$ cat src/rtl/posit_mac_sched_if.sv
// posit_mac_sched_if: groups the two streaming sides of the posit MAC scheduler.
// The MAC side carries win_o/din_o/vld_mac_o out and acc_i/vld_acc_i back.
// The result side carries res_o/res_idx_o/res_vld_o out and res_rdy_i back.
// The master modport is the scheduler. The slave modport is the MAC plus the result consumer.
interface posit_mac_sched_if #(
    parameter int WIDTH = 8,
    parameter int NOUT  = 4
);
    localparam int IW = (NOUT > 1) ? $clog2(NOUT) : 1;

    // MAC input burst
    logic [WIDTH-1:0] win_o;
    logic [WIDTH-1:0] din_o;
    logic             vld_mac_o;
    // MAC result pulse
    logic [WIDTH-1:0] acc_i;
    logic             vld_acc_i;
    // Result valid/ready port
    logic [WIDTH-1:0] res_o;
    logic [IW-1:0]    res_idx_o;
    logic             res_vld_o;
    logic             res_rdy_i;

    modport master (
        output win_o, din_o, vld_mac_o,
        input  acc_i, vld_acc_i,
        output res_o, res_idx_o, res_vld_o,
        input  res_rdy_i
    );

    modport slave (
        input  win_o, din_o, vld_mac_o,
        output acc_i, vld_acc_i,
        input  res_o, res_idx_o, res_vld_o,
        output res_rdy_i
    );
endinterface

$ cat src/rtl/posit_mac_sched.sv
// posit_mac_sched: upstream sequencer for the posit MAC stage.
// The block holds one activation vector of K posits and NOUT weight rows of K posits each.
// Each row is streamed as one contiguous K-beat burst. The block then waits for the MAC
// result pulse and hands the result out on a valid/ready port, tagged with its row index.
// A result held in HOLD keeps the MAC idle for at least one cycle before the next burst.
// Optional feature: defining POSIT_SCHED_RELU_EN clamps negative (non-NaR) results to 0 at capture.
module posit_mac_sched #(
    parameter int WIDTH = 8,
    parameter int K     = 4,
    parameter int NOUT  = 4,
    parameter int TMO   = 32
) (
    input  logic                      clk_i,
    input  logic                      rstn,
    input  logic                      wr_en_i,
    input  logic                      wr_sel_i,
    input  logic [$clog2(NOUT*K)-1:0] wr_addr_i,
    input  logic [WIDTH-1:0]          wr_data_i,
    input  logic                      start_i,
    output logic                      busy_o,
    output logic                      done_o,
    output logic                      err_o,
    posit_mac_sched_if.master         bus
);
    localparam int AW = $clog2(NOUT*K);
    localparam int KW = (K > 1) ? $clog2(K) : 1;
    localparam int RW = (NOUT > 1) ? $clog2(NOUT) : 1;
    localparam int TW = (TMO > 1) ? $clog2(TMO) : 1;

    localparam logic [KW-1:0] K_LAST   = KW'(K - 1);
    localparam logic [RW-1:0] ROW_LAST = RW'(NOUT - 1);
    localparam logic [TW-1:0] TMO_LAST = TW'(TMO - 1);

    typedef enum logic [2:0] {
        S_IDLE,
        S_ISSUE,
        S_WAIT,
        S_HOLD,
        S_DONE
    } state_t;

    // Operand buffers
    logic [WIDTH-1:0] r_wbuf [NOUT*K];
    logic [WIDTH-1:0] r_dbuf [K];

    // Control state
    state_t        r_state;
    logic [KW-1:0] r_k;
    logic [RW-1:0] r_row;
    logic [AW-1:0] r_base;   // r_row * K, tracked incrementally
    logic [TW-1:0] r_tmo;

    // Registered outputs
    logic [WIDTH-1:0] r_win;
    logic [WIDTH-1:0] r_din;
    logic             r_vld_mac;
    logic [WIDTH-1:0] r_res;
    logic [RW-1:0]    r_res_idx;
    logic             r_res_vld;
    logic             r_busy;
    logic             r_done;
    logic             r_err;

    // Address helpers
    logic [AW-1:0]    w_next_row_base;
    logic [AW-1:0]    w_next_beat_addr;
    logic [KW-1:0]    w_next_k;
    logic             w_waddr_ok;
    logic             w_daddr_ok;
    logic [WIDTH-1:0] w_res_cap;

    assign w_next_row_base  = r_base + AW'(K);
    assign w_next_beat_addr = r_base + AW'(r_k) + AW'(1);
    assign w_next_k         = r_k + KW'(1);
    assign w_waddr_ok       = (int'(wr_addr_i) < NOUT * K);
    assign w_daddr_ok       = (int'(wr_addr_i[KW-1:0]) < K);

    // Pick the value latched into res_o when the MAC result arrives.
    always_comb begin
        // NOTE: a default assignment comes first so that no path leaves w_res_cap unassigned; an unassigned path would infer a latch.
        w_res_cap = bus.acc_i;
`ifdef POSIT_SCHED_RELU_EN
        if (bus.acc_i[WIDTH-1] && (bus.acc_i != {1'b1, {(WIDTH-1){1'b0}}})) begin
            w_res_cap = '0;
        end
`endif
    end

    // Buffer writes; both buffers are frozen while a job is running.
    always_ff @(posedge clk_i) begin
        if (!rstn) begin
            // NOTE: the buffers are reset on purpose, because a reset must leave every entry reading back as 0. Plain storage arrays normally get no reset.
            for (int i = 0; i < NOUT * K; i++) begin
                r_wbuf[i] <= '0;
            end
            for (int i = 0; i < K; i++) begin
                r_dbuf[i] <= '0;
            end
        end else if (wr_en_i && !r_busy) begin
            // NOTE: sequential state always uses <=, so every register samples values from before the edge.
            if (wr_sel_i) begin
                if (w_waddr_ok) begin
                    r_wbuf[wr_addr_i] <= wr_data_i;
                end
            end else if (w_daddr_ok) begin
                r_dbuf[wr_addr_i[KW-1:0]] <= wr_data_i;
            end
        end
    end

    // Job FSM: issue bursts, wait for the MAC result, hold it for the consumer, frame the job.
    always_ff @(posedge clk_i) begin
        if (!rstn) begin
            r_state   <= S_IDLE;
            r_k       <= '0;
            r_row     <= '0;
            r_base    <= '0;
            r_tmo     <= '0;
            r_win     <= '0;
            r_din     <= '0;
            r_vld_mac <= 1'b0;
            r_res     <= '0;
            r_res_idx <= '0;
            r_res_vld <= 1'b0;
            r_busy    <= 1'b0;
            r_done    <= 1'b0;
            r_err     <= 1'b0;
        end else begin
            r_done <= 1'b0;
            case (r_state)
                S_IDLE: begin
                    if (start_i) begin
                        r_err     <= 1'b0;
                        r_row     <= '0;
                        r_base    <= '0;
                        r_k       <= '0;
                        r_busy    <= 1'b1;
                        r_win     <= r_wbuf[AW'(0)];
                        r_din     <= r_dbuf[KW'(0)];
                        r_vld_mac <= 1'b1;
                        r_state   <= S_ISSUE;
                    end
                end
                S_ISSUE: begin
                    if (r_k == K_LAST) begin
                        r_vld_mac <= 1'b0;
                        r_win     <= '0;
                        r_din     <= '0;
                        r_tmo     <= '0;
                        r_state   <= S_WAIT;
                    end else begin
                        r_k   <= w_next_k;
                        r_win <= r_wbuf[w_next_beat_addr];
                        r_din <= r_dbuf[w_next_k];
                    end
                end
                S_WAIT: begin
                    if (bus.vld_acc_i) begin
                        r_res     <= w_res_cap;
                        r_res_idx <= r_row;
                        r_res_vld <= 1'b1;
                        r_state   <= S_HOLD;
                    end else if (r_tmo == TMO_LAST) begin
                        r_err   <= 1'b1;
                        r_done  <= 1'b1;
                        r_state <= S_DONE;
                    end else begin
                        r_tmo <= r_tmo + TW'(1);
                    end
                end
                S_HOLD: begin
                    // The earliest exit is one cycle after capture, which gives the MAC its idle cycle.
                    if (r_res_vld && bus.res_rdy_i) begin
                        r_res_vld <= 1'b0;
                        if (r_row == ROW_LAST) begin
                            r_done  <= 1'b1;
                            r_state <= S_DONE;
                        end else begin
                            r_row     <= r_row + RW'(1);
                            r_base    <= w_next_row_base;
                            r_k       <= '0;
                            r_win     <= r_wbuf[w_next_row_base];
                            r_din     <= r_dbuf[KW'(0)];
                            r_vld_mac <= 1'b1;
                            r_state   <= S_ISSUE;
                        end
                    end
                end
                S_DONE: begin
                    r_busy  <= 1'b0;
                    r_state <= S_IDLE;
                end
                default: begin
                    r_state <= S_IDLE;
                end
            endcase
        end
    end

    assign busy_o        = r_busy;
    assign done_o        = r_done;
    assign err_o         = r_err;
    assign bus.win_o     = r_win;
    assign bus.din_o     = r_din;
    assign bus.vld_mac_o = r_vld_mac;
    assign bus.res_o     = r_res;
    assign bus.res_idx_o = r_res_idx;
    assign bus.res_vld_o = r_res_vld;
endmodule

$ cat src/flat_wrapper.sv
// flat-port wrapper written by rule: the top's interface ports become plain ports
module posit_mac_sched_flat 
#(
    parameter int WIDTH = 8,
    parameter int K     = 4,
    parameter int NOUT  = 4,
    parameter int TMO   = 32
)
  (clk_i, rstn, wr_en_i, wr_sel_i, wr_addr_i, wr_data_i, start_i, busy_o, done_o, err_o, bus_win_o, bus_din_o, bus_vld_mac_o, bus_acc_i, bus_vld_acc_i, bus_res_o, bus_res_idx_o, bus_res_vld_o, bus_res_rdy_i);
  posit_mac_sched_if #(.WIDTH(WIDTH), .NOUT(NOUT)) bus_i ();
  input  logic clk_i;
  input  logic rstn;
  input  logic wr_en_i;
  input  logic wr_sel_i;
  input  logic [$clog2(NOUT*K)-1:0] wr_addr_i;
  input  logic [WIDTH-1:0] wr_data_i;
  input  logic start_i;
  output logic busy_o;
  output logic done_o;
  output logic err_o;
  output wire logic [$bits(bus_i.win_o)-1:0] bus_win_o;
  output wire logic [$bits(bus_i.din_o)-1:0] bus_din_o;
  output wire logic [$bits(bus_i.vld_mac_o)-1:0] bus_vld_mac_o;
  input wire logic [$bits(bus_i.acc_i)-1:0] bus_acc_i;
  input wire logic [$bits(bus_i.vld_acc_i)-1:0] bus_vld_acc_i;
  output wire logic [$bits(bus_i.res_o)-1:0] bus_res_o;
  output wire logic [$bits(bus_i.res_idx_o)-1:0] bus_res_idx_o;
  output wire logic [$bits(bus_i.res_vld_o)-1:0] bus_res_vld_o;
  input wire logic [$bits(bus_i.res_rdy_i)-1:0] bus_res_rdy_i;
  assign bus_win_o = bus_i.win_o;
  assign bus_din_o = bus_i.din_o;
  assign bus_vld_mac_o = bus_i.vld_mac_o;
  assign bus_i.acc_i = bus_acc_i;
  assign bus_i.vld_acc_i = bus_vld_acc_i;
  assign bus_res_o = bus_i.res_o;
  assign bus_res_idx_o = bus_i.res_idx_o;
  assign bus_res_vld_o = bus_i.res_vld_o;
  assign bus_i.res_rdy_i = bus_res_rdy_i;
  posit_mac_sched #(.WIDTH(WIDTH), .K(K), .NOUT(NOUT), .TMO(TMO)) u_core (.clk_i(clk_i), .rstn(rstn), .wr_en_i(wr_en_i), .wr_sel_i(wr_sel_i), .wr_addr_i(wr_addr_i), .wr_data_i(wr_data_i), .start_i(start_i), .busy_o(busy_o), .done_o(done_o), .err_o(err_o), .bus(bus_i));
endmodule
$ cat config.mk
export PLATFORM = sky130hd
export DESIGN_NAME = posit_mac_sched_flat
export DESIGN_NICKNAME = d
export VERILOG_FILES = /design/src/rtl/posit_mac_sched_if.sv /design/src/rtl/posit_mac_sched.sv /design/src/flat_wrapper.sv
export SDC_FILE = /design/constraint.sdc
export NUM_CORES = 1
export LEC_CHECK = 0
export ABC_AREA = 0
export BUFFER_PORTS_ARGS = -buffer_cell sky130_fd_sc_hd__buf_2
export CORE_AREA = 4 4 172 174
export CTS_BUF_LIST = sky130_fd_sc_hd__clkbuf_16
export DETAILED_ROUTE_END_ITERATION = 12
export DIE_AREA = 0 0 176 178
export PLACE_DENSITY_LB_ADDON = 0.2
export SLEW_MARGIN = 20
export SYNTH_ARGS = -nofsm -noshare
export SYNTH_HDL_FRONTEND = slang
export SYNTH_SLANG_ARGS = --single-unit
$ cat constraint.sdc
create_clock -name clk_i -period 2.3 [get_ports clk_i]
set_input_delay 0.115 -clock clk_i [delete_from_list [all_inputs] [get_ports clk_i]]
set_output_delay 0.115 -clock clk_i [all_outputs]
set_load 0.005 [all_outputs]
==> flow_summary.yaml, run 1 <==
run_status:
  status: "finished clean"
pwr:
  vdd_drop_max_mv: 0.477
  p_per_area_mw_per_mm2: 748
  p_leak_nw: 4.38
  power.total_mw: 8.66
floorplanning:
  die_area_sq_mm: 0.0313
  die_y_microns: 178
  start_util_pct: 34.8
  ioPinCount: 58
  rows: 61
  core_area_sq_mm: 0.0278
  die_w_microns: 176
finish:
  utilization_pct: 41.7
  antenna_cells: 0
  syn_to_final_growth_pct: 19.9
  drive_above_1_share_pct: 22.9
  nets: 907
  postLayoutCellArea_sq_mm: 0.0116
timing:
  relSlewSlack_pct: 60.5
  finalSetupViolCount: 0
  hold_viol_final: 0
  max_freq_mhz: 452
  fin_skew_ps: 11.7
  timing.final.crit_share_pct: 96.1
  drv_slew: 0
  tightest_slew_ps: 591
  period_minus_slack_ps: 2210
clock_tree:
  cts_buffer_depth: 3
  clkLatencyLatePin_ps: 500
  clock-root-buffer: "clkbuf_16"
  path_clk_slew_ps: 60
  cts_tree: "done"
  h-tree-depth: 1
  cts_num_sinks: 205
  cts_buffers: 23
worst_setup_path:
  crit_buf_inv: 1
  slowest_stage: "mux4_2"
  crit_required_ps: 2680
  critPathLaunchType: "flip-flop"
  path_class: "flip-flop to flip-flop"
  cpPeakStageDelay_ps: 500
  crit_chain: "ha_4 > xnor2_4 > buf_12 > mux4_2 > mux2_2 > a211o_1 > o211ai_2 > a21oi_1"
  critPathTopFamily: "multiplexers"
  cp_max_fo: 4
  cp-end-kind: "flip-flop"
  cp.arrival_ps: 2590
place:
  hpwl_microns: 18900
  io_buffers: 57
  gp_congestion: 0.875
  place_area_sq_mm: 0.0107
logic_synthesis:
  async_reset_ff_share_pct: 0
  synth-edff-count: 160
  avgSynthCellArea_sq_um: 12.4
  synth_fp_nets: 809
  yosysSeqAreaShare_pct: 59.1
  syn-instance-count: 777
  synth_warnings: 0
  ys_types: 56
  synth-seq-cells: 205
  ys_dominant_reg_cell: "edfxtp_1"
  syn_area_sq_mm: 0.00966
route:
  vias: 6503
  dr.pass1.iters: 5
  ant_nets: 0
  drt_iter0_markers: 564
  drc: 0
  wire_per_inst_microns: 21.8
  via_per_inst: 5.12
  totalWireLength_microns: 27600
global_route:
  grt_max_degree: 35
  grt_pass1_wl_microns: 41500
  antenna_found_initial: 0
  grt_use_total_pct: 17.6
  gr-total-overflow: 0
  grt_pass1_vias: 6362
worst_hold_path:
  hold_path_class: "input port to flip-flop"
flow_run:
  maxCapViolations: 0
[synthesized netlist by cell type, types with 7 or more instances]
cell      count  share of area [%]
a21oi_1      37                1.9
a32oi_1      10               0.91
and2_1      145                9.4
and3_1       23                1.5
buf_2         8               0.41
clkbuf_1     35                1.4
dfxtp_1      45                9.3
edfxtp_1    160                 50
mux2i_1      24                2.5
mux4_2       33                7.7
nand2_1      70                2.7
nand2b_1     12               0.78
nand3_1       9               0.47
nor2_1       38                1.5
nor3_1        9               0.47
o21ai_0      25                1.3
o221ai_1      7               0.63
[cells by family after synthesis]
logic type | after synthesis | synth area share (%)
XOR/XNOR | 6 | 0.622
flip-flops | 205 | 59.1
buffers and inverters | 54 | 2.44
multiplexers | 63 | 11.0
adder cells (fa/ha/maj) | 5 | 0.648
AND/OR/NAND/NOR | 331 | 18.6
AO/OA/AOI/OAI | 113 | 7.54
[path summary, 6_finish.rpt]
path | cells past startpoint | end | slack, ps | from
setup / recovery | 8 | u_core.bus.win_o[5] | 90 | u_core.r_k[0]
hold / removal | 4 | u_core.busy_o | 60 | start_i
setup reg to reg | 8 | u_core.bus.win_o[5] | 90 | u_core.r_k[0]
hold reg to reg | 2 | u_core.bus.din_o[5] | 450 | u_core.bus.din_o[5]
[worst register-to-register path, cell delays in order, from the launching register on]
cell and delay (ps):
dfxtp_2 340, ha_4 180, xnor2_4 190, buf_12 140, mux4_2 500, mux2_2 270
a211o_1 310, o211ai_2 70, a21oi_1 80
[sequential cells by signal, summed over array words and instances (netlist names), 2 cells and up]
| name | count |
|---|---|
| u_core.r_tmo | 5 |
| u_core.bus.res_o | 8 |
| u_core.r_base | 2 |
| u_core.bus.win_o | 8 |
| u_core.bus.res_idx_o | 2 |
| u_core.r_k | 2 |
| u_core.r_wbuf | 128 |
| u_core.r_state | 3 |
| u_core.bus.din_o | 8 |
| u_core.r_dbuf | 32 |
| u_core.r_row | 2 |
[placed cells by master, fill, tap and decap left out, drive strengths merged, types with 3 or more instances in the layout]
master	count
a211oi	4
a21oi	37
a221oi	4
a22oi	3
a31oi	5
a32oi	10
and2	145
and3	23
buf	116
bufinv	3
clkbuf	23
clkinv	9
dfxtp	45
dlygate4sd3	9
edfxtp	160
ha	5
inv	8
mux2	5
mux2i	24
mux4	34
nand2	70
nand2b	12
nand3	9
nand3b	3
nand4	4
nor2	38
nor2b	6
nor3	9
o211ai	5
o21ai	25
o221ai	7
or3b	3
xnor2	3
xor2	3
[stage by stage]
stage	setup TNS [ps]	hold WS [ps]	setup slack, ps	cells
global placement	-198	360	-133	1216
detailed placement	-263	363	-144	1216
CTS	0	49.5	27.6	1268
floorplan	0	230	55.9	777
global route	-7.10	81.8	-7.10	1269
finish	0	60.0	89.8	1269
[repair_timing]
| item | 4_1_cts | 5_1_grt |
|---|---|---|
| buffers inserted | 2 | 1 |
| pin swaps | 1 | 4 |
| hold buffers | 9 | 0 |
| endpoints found under the setup margin | 3 | 7 |
| endpoints found under the hold margin | 9 | 0 |
| gates resized for setup | 3 | 7 |
[metal layers]
metal  global-route usage (%)  up-vias  routed length, microns
met5                        0        -                       0
li1                         -     3066                       -
met2                     27.8      190                   12500
met1                     25.2     3208                   12800
met4                     5.33        0                     856
met3                     2.67       39                    1520
[power breakdown]
group          switching (mW)  total, mW  internal, mW
clock network            1.49       3.65          2.16
logic                   0.475      0.806         0.331
registers              0.0760       4.21          4.13
[layout make-up]
| class | instances | area [sq um] |
|---|---|---|
| multi-input cells | 518 | 3770 |
| flip-flops and latches | 205 | 5710 |
| inverters | 2 | 7.51 |
| well taps | 378 | 473 |
| fillers | 2627 | 16200 |
| repair buffers | 125 | 876 |
| clock inverters | 18 | 165 |
| clock buffers | 23 | 576 |
Power figures use the tool's default switching activity.
==> inputs of run 2 (changes only) <==
--- a/config.mk
+++ b/config.mk
@@ -11,6 +11,7 @@
 export CTS_BUF_LIST = sky130_fd_sc_hd__clkbuf_16
 export DETAILED_ROUTE_END_ITERATION = 12
 export DIE_AREA = 0 0 176 178
+export GPL_TIMING_DRIVEN = 0
 export PLACE_DENSITY_LB_ADDON = 0.2
 export SLEW_MARGIN = 20
 export SYNTH_ARGS = -nofsm -noshare
==> run 2 against run 1 <==
Compared with the run above: the run now ends with setup timing left; non-clock buffer count is 9 lower; cell area hardly changed; setup slack worse by 160 ps; clock skew is 7.5 ps higher; critical endpoint is now u_core.r_wbuf[11][5]; largest cell class unchanged; highest routed layer is now met5.
==> flow_summary.yaml, run 2 (synthesized netlist as in run 1, its figures left out) <==
floorplanning:
  die_y_microns: 178
  die_w_microns: 176
  start_util_pct: 34.8
  die_area_sq_mm: 0.0313
  rows: 61
  ioPinCount: 58
  core_area_sq_mm: 0.0278
worst_setup_path:
  cpPeakStageDelay_ps: 840
  crit_chain: "and4b_1 > nand3_1 > o21ai_1"
  cp.arrival_ps: 2510
  cp-end-kind: "flip-flop"
  crit_buf_inv: 0
  slowest_stage: "o21ai_1"
  cp_max_fo: 8
  reg2reg_from: "u_core.busy_o"
  path_class: "flip-flop to flip-flop"
  crit_required_ps: 2430
  crit_start: "u_core.busy_o"
  critPathTopFamily: "compound AO/OA/AOI/OAI gates"
  critPathLaunchType: "flip-flop"
timing:
  max_freq_mhz: 421
  hold_slack_ps: 36.9
  hold_viol_final: 0
  tightest_slew_ps: 908
  rsz0062_at_grt: "yes"
  timing.final.crit_share_pct: 103
  finalSetupViolCount: 16
  period_minus_slack_ps: 2370
  relSlewSlack_pct: 39.1
  fin_skew_ps: 19.2
  setup_slack_ps: -74.1
  drv_slew: 0
  setup-tns-final_ps: -899
finish:
  syn_to_final_growth_pct: 19.9
  reg_top3: "u_core.r_wbuf: 128 flops, u_core.r_dbuf: 32 flops"
  largest_reg_flops: 128
  nets: 899
  final-seq-area_sq_mm: 0.00571
  multi_input_area_sq_mm: 0.00390
  postLayoutCellArea_sq_mm: 0.0116
  final_cell_mix: "edfxtp_1 (160), and2_1 (145), nand2_1 (69), buf_2 (56), dfxtp_1 (43)"
  n_fill_cell: 2663
  drive_above_1_share_pct: 21.0
  final_common_cell: "edfxtp_1"
  top_register: "u_core.r_wbuf"
route:
  wire_per_inst_microns: 21.9
  totalWireLength_microns: 27600
  dr.pass1.iters: 5
  via_per_inst: 5.11
  drc: 0
  vias: 6458
  drt_iter0_markers: 502
  ant_nets: 0
pwr:
  p_sw_mw: 2.09
  p_leak_nw: 4.28
  swShare_pct: 23.4
  power_frac_comb_pct: 9.2
  p_per_area_mw_per_mm2: 773
  vdd_drop_max_mv: 0.463
  clkPwrFrac_pct: 43.9
  internal_power_mw: 6.86
  p_seq_share_pct: 46.9
clock_tree:
  cts_tree: "done"
  cts_buffer_depth: 3
  path_clk_slew_ps: 60
  clock-root-buffer: "clkbuf_16"
  h-tree-depth: 1
  clkLatencyLatePin_ps: 520
  cts_num_sinks: 205
  cts_buffers: 24
run_status:
  status: "finished, violations left"
  violations: "setup timing"
place:
  place_area_sq_mm: 0.0104
  hpwl_microns: 19800
  io_buffers: 49
  gp_congestion: 0.831
worst_hold_path:
  hold_path_class: "input port to flip-flop"
  hp-start: "start_i"
flow_run:
  maxCapViolations: 0
global_route:
  gr-total-overflow: 0
  grt_max_degree: 14
  grt_pass1_vias: 6554
  antenna_found_initial: 2
  grt_pass1_wl_microns: 41200
  grt_use_total_pct: 17.6
==> run 2: routing by layer <==
metal	routed length, microns	GRT usage (%)	vias to the layer above
li1	-	-	3067
met1	12300	23.6	3139
met2	13000	29.5	201
met3	1670	3.31	47
met4	703	4.48	4
met5	34	0	-
==> run 2: through the flow <==
stage	util, %	setup slack, ps	power, mW	instances
finish	41.7	-74.1	8.95	1264
floorplan	-	55.9	4.70	777
global placement	37.3	-743	5.01	1204
CTS	41.3	-88.2	9.01	1261
global route	41.7	-136	9.25	1263
detailed placement	37.3	-749	5.02	1204
==> run 2: final cells by class <==
cell class,instances,share of cell area (%)
sequential,205,49.3
multi-input combinational,518,33.7
clock buffer,25,5.40
tap,378,4.08
timing repair buffer,66,3.41
buffer,50,2.40
clock inverter,19,1.62
inverter,2,0.0648
antenna,1,0.0216
==> run 2: tightest hold or removal path, cell delays in order <==
cell and delay [ps]:
buf_2 100, nor3b_1 140, nor2_1 80, a211oi_1 50
==> run 2: power groups by stage <==
| stage | Combinational [mW] | Sequential [mW] | Clock [mW] |
|---|---|---|---|
| after CTS | 0.811 | 4.20 | 3.99 |
| after floorplan | 0.453 | 4.25 | 0 |
| final | 0.822 | 4.20 | 3.93 |
| after global placement | 0.732 | 4.28 | 0 |
| after global routing | 0.885 | 4.22 | 4.15 |
| after detailed placement | 0.737 | 4.28 | 0 |
==> run 2: what timing repair did <==
action / in CTS / in global routing
endpoints found under the hold margin: 9 / 0
hold buffers: 9 / 0
pin swaps: 1 / 11
setup buffers: 5 / 4
resized for setup: 51 / 27
endpoints found under the setup margin: 121 / 91
==> run 2: worst paths after layout <==
kind | slack [ps] | cells after the start | end
hold reg to reg | 450 | 2 | u_core.bus.res_o[4]
setup / recovery | -70 | 3 | u_core.r_wbuf[11][5]
hold / removal | 40 | 4 | u_core.busy_o
setup reg to reg | -70 | 3 | u_core.r_wbuf[11][5]
==> inputs of run 3 (changes only) <==
--- a/config.mk
+++ b/config.mk
@@ -8,7 +8,7 @@
 export ABC_AREA = 0
 export BUFFER_PORTS_ARGS = -buffer_cell sky130_fd_sc_hd__buf_2
 export CORE_AREA = 4 4 172 174
-export CTS_BUF_LIST = sky130_fd_sc_hd__clkbuf_16
+export CTS_BUF_LIST = sky130_fd_sc_hd__clkbuf_8
 export DETAILED_ROUTE_END_ITERATION = 12
 export DIE_AREA = 0 0 176 178
 export GPL_TIMING_DRIVEN = 0
==> run 3 against run 2 <==
Compared with the run above: the run still ends with setup timing left; die area did not move; core utilization shrank 0.71 points; non-clock buffer count shrank 4; clock power is 22% lower; combinational power is 2% lower; routed wire length is 0.67% higher; largest power group unchanged.
==> flow_summary.yaml, run 3 (synthesized netlist as in run 1, its figures left out) <==
run_status:
  status: "finished, violations left"
  violations: "setup timing"
worst_setup_path:
  crit_required_ps: 2430
  crit_chain: "and4b_1 > nand3_1 > o21ai_1"
  path_class: "flip-flop to flip-flop"
  cpPeakStageDelay_ps: 850
  slowest_stage: "o21ai_1"
  cp-end-kind: "flip-flop"
  critPathLaunchType: "flip-flop"
  cp_max_fo: 8
  cp.arrival_ps: 2510
global_route:
  antenna_found_initial: 2
  grt_pass1_vias: 6677
  grt_pass1_wl_microns: 41400
  gr-total-overflow: 0
  grt_use_total_pct: 17.8
  grt_max_degree: 11
place:
  gp_congestion: 0.831
  hpwl_microns: 19800
  dp.cells: 1204
  io_buffers: 49
  place_area_sq_mm: 0.0104
timing:
  fin_skew_ps: 31.9
  period_minus_slack_ps: 2380
  hold_viol_final: 0
  finalSetupViolCount: 16
  relSlewSlack_pct: 38.4
  hold_slack_ps: 37.6
  drv_slew: 0
  setup_slack_ps: -83.6
  max_freq_mhz: 420
  timing.final.crit_share_pct: 104
  rsz0062_at_grt: "yes"
  tightest_slew_ps: 917
route:
  dr.pass1.iters: 5
  drt_iter0_markers: 485
  drc: 0
  wire_per_inst_microns: 21.7
  via_per_inst: 5.11
  vias: 6556
  totalWireLength_microns: 27800
  ant_nets: 0
clock_tree:
  cts_tree: "done"
  cts_num_sinks: 205
  h-tree-depth: 2
  path_clk_slew_ps: 50
  cts_buffer_depth: 3
  cts_buffers: 37
  clock-root-buffer: "clkbuf_8"
  clkLatencyLatePin_ps: 530
finish:
  postLayoutCellArea_sq_mm: 0.0114
  largest_reg_flops: 128
  reg_top3: "u_core.r_wbuf: 128 flops, u_core.r_dbuf: 32 flops"
  top_register: "u_core.r_wbuf"
  utilization_pct: 41.0
  drive_above_1_share_pct: 20.9
  final_cell_mix: "edfxtp_1 (160), and2_1 (145), nand2_1 (69), buf_2 (57), dfxtp_1 (43)"
  fin_cells: 1282
  nets: 908
  syn_to_final_growth_pct: 17.9
  final_common_cell: "edfxtp_1"
pwr:
  power_frac_comb_pct: 10.0
  clkPwrFrac_pct: 38.1
  p_leak_nw: 4.25
  p_seq_share_pct: 52.0
  swShare_pct: 25.4
  vdd_drop_max_mv: 0.295
  p_sw_mw: 2.05
  internal_power_mw: 6.04
  p_per_area_mw_per_mm2: 711
floorplanning:
  die_y_microns: 178
  rows: 61
  die_area_sq_mm: 0.0313
  start_util_pct: 34.8
  core_area_sq_mm: 0.0278
  ioPinCount: 58
  die_w_microns: 176
flow_run:
  maxCapViolations: 0
worst_hold_path:
  hold_path_class: "input port to flip-flop"
## run 3: changes by cell type in the layout (fill, tap and decap cells not counted), moves of 2 or more
cell	change
clkinv_2	-2
inv_1	+14
clkbuf_8	+40
clkbuf_16	-25
bufinv_16	-4
buf_4	-4
## run 3: area by class of cell
type / count / area [sq um]
antenna: 1 / 2.50
buffer: 50 / 280
clock buffer: 40 / 551
clock inverter: 26 / 103
fill: 2723 / 16400
inverter: 2 / 7.51
multi-input combinational: 518 / 3890
sequential: 205 / 5710
tap: 378 / 473
timing repair buffer: 62 / 365
## run 3: path summary, 6_finish.rpt
| check | startpoint | end | slack [ps] | cells past startpoint |
|---|---|---|---|---|
| worst min register to register | u_core.bus.res_o[4] | u_core.bus.res_o[4] | 450 | 2 |
| worst min-delay path | start_i | u_core.busy_o | 40 | 4 |
| worst max-delay path | u_core.busy_o | u_core.r_wbuf[15][1] | -80 | 3 |
| worst max register to register | u_core.busy_o | u_core.r_wbuf[15][1] | -80 | 3 |
## run 3: power groups by stage
stage,sequential [mW],clock (mW),combinational (mW)
after floorplan,4.25,0,0.453
after global placement,4.28,0,0.732
after detailed placement,4.28,0,0.737
after CTS,4.21,3.16,0.797
after global routing,4.22,3.34,0.865
final,4.21,3.08,0.805
## run 3: critical path, delay by kind of cell (launching register included)
kind,cells,cell delay (ps)
AO/OA/AOI/OAI,1,850
AND/OR/NAND/NOR,2,740
flip-flops,1,410
## run 3: repair_timing
item / 4_1_cts / 5_1_grt
hold endpoints to repair: 10 / 0
pin swaps: 1 / 8
gates resized for setup: 47 / 28
setup endpoints to repair: 114 / 101
hold buffers: 9 / 0
gates cloned: 0 / 0
buffers inserted: 2 / 2
## run 3: per-layer routing
layer,routed length (microns),track usage (%),up-vias
met5,34,0,-
met4,688,5.69,4
met3,1470,3.41,47
met2,13100,29.5,174
met1,12500,23.7,3239
li1,-,-,3092
## run 3: through the flow
step                setup TNS (ps)  setup slack (ps)  power (mW)
floorplan                        0              55.9        4.70
finish                       -1010             -83.6        8.09
global placement            -50740              -743        5.01
CTS                          -3080             -86.6        8.16
detailed placement          -24420              -749        5.02
global route                 -2200              -132        8.42
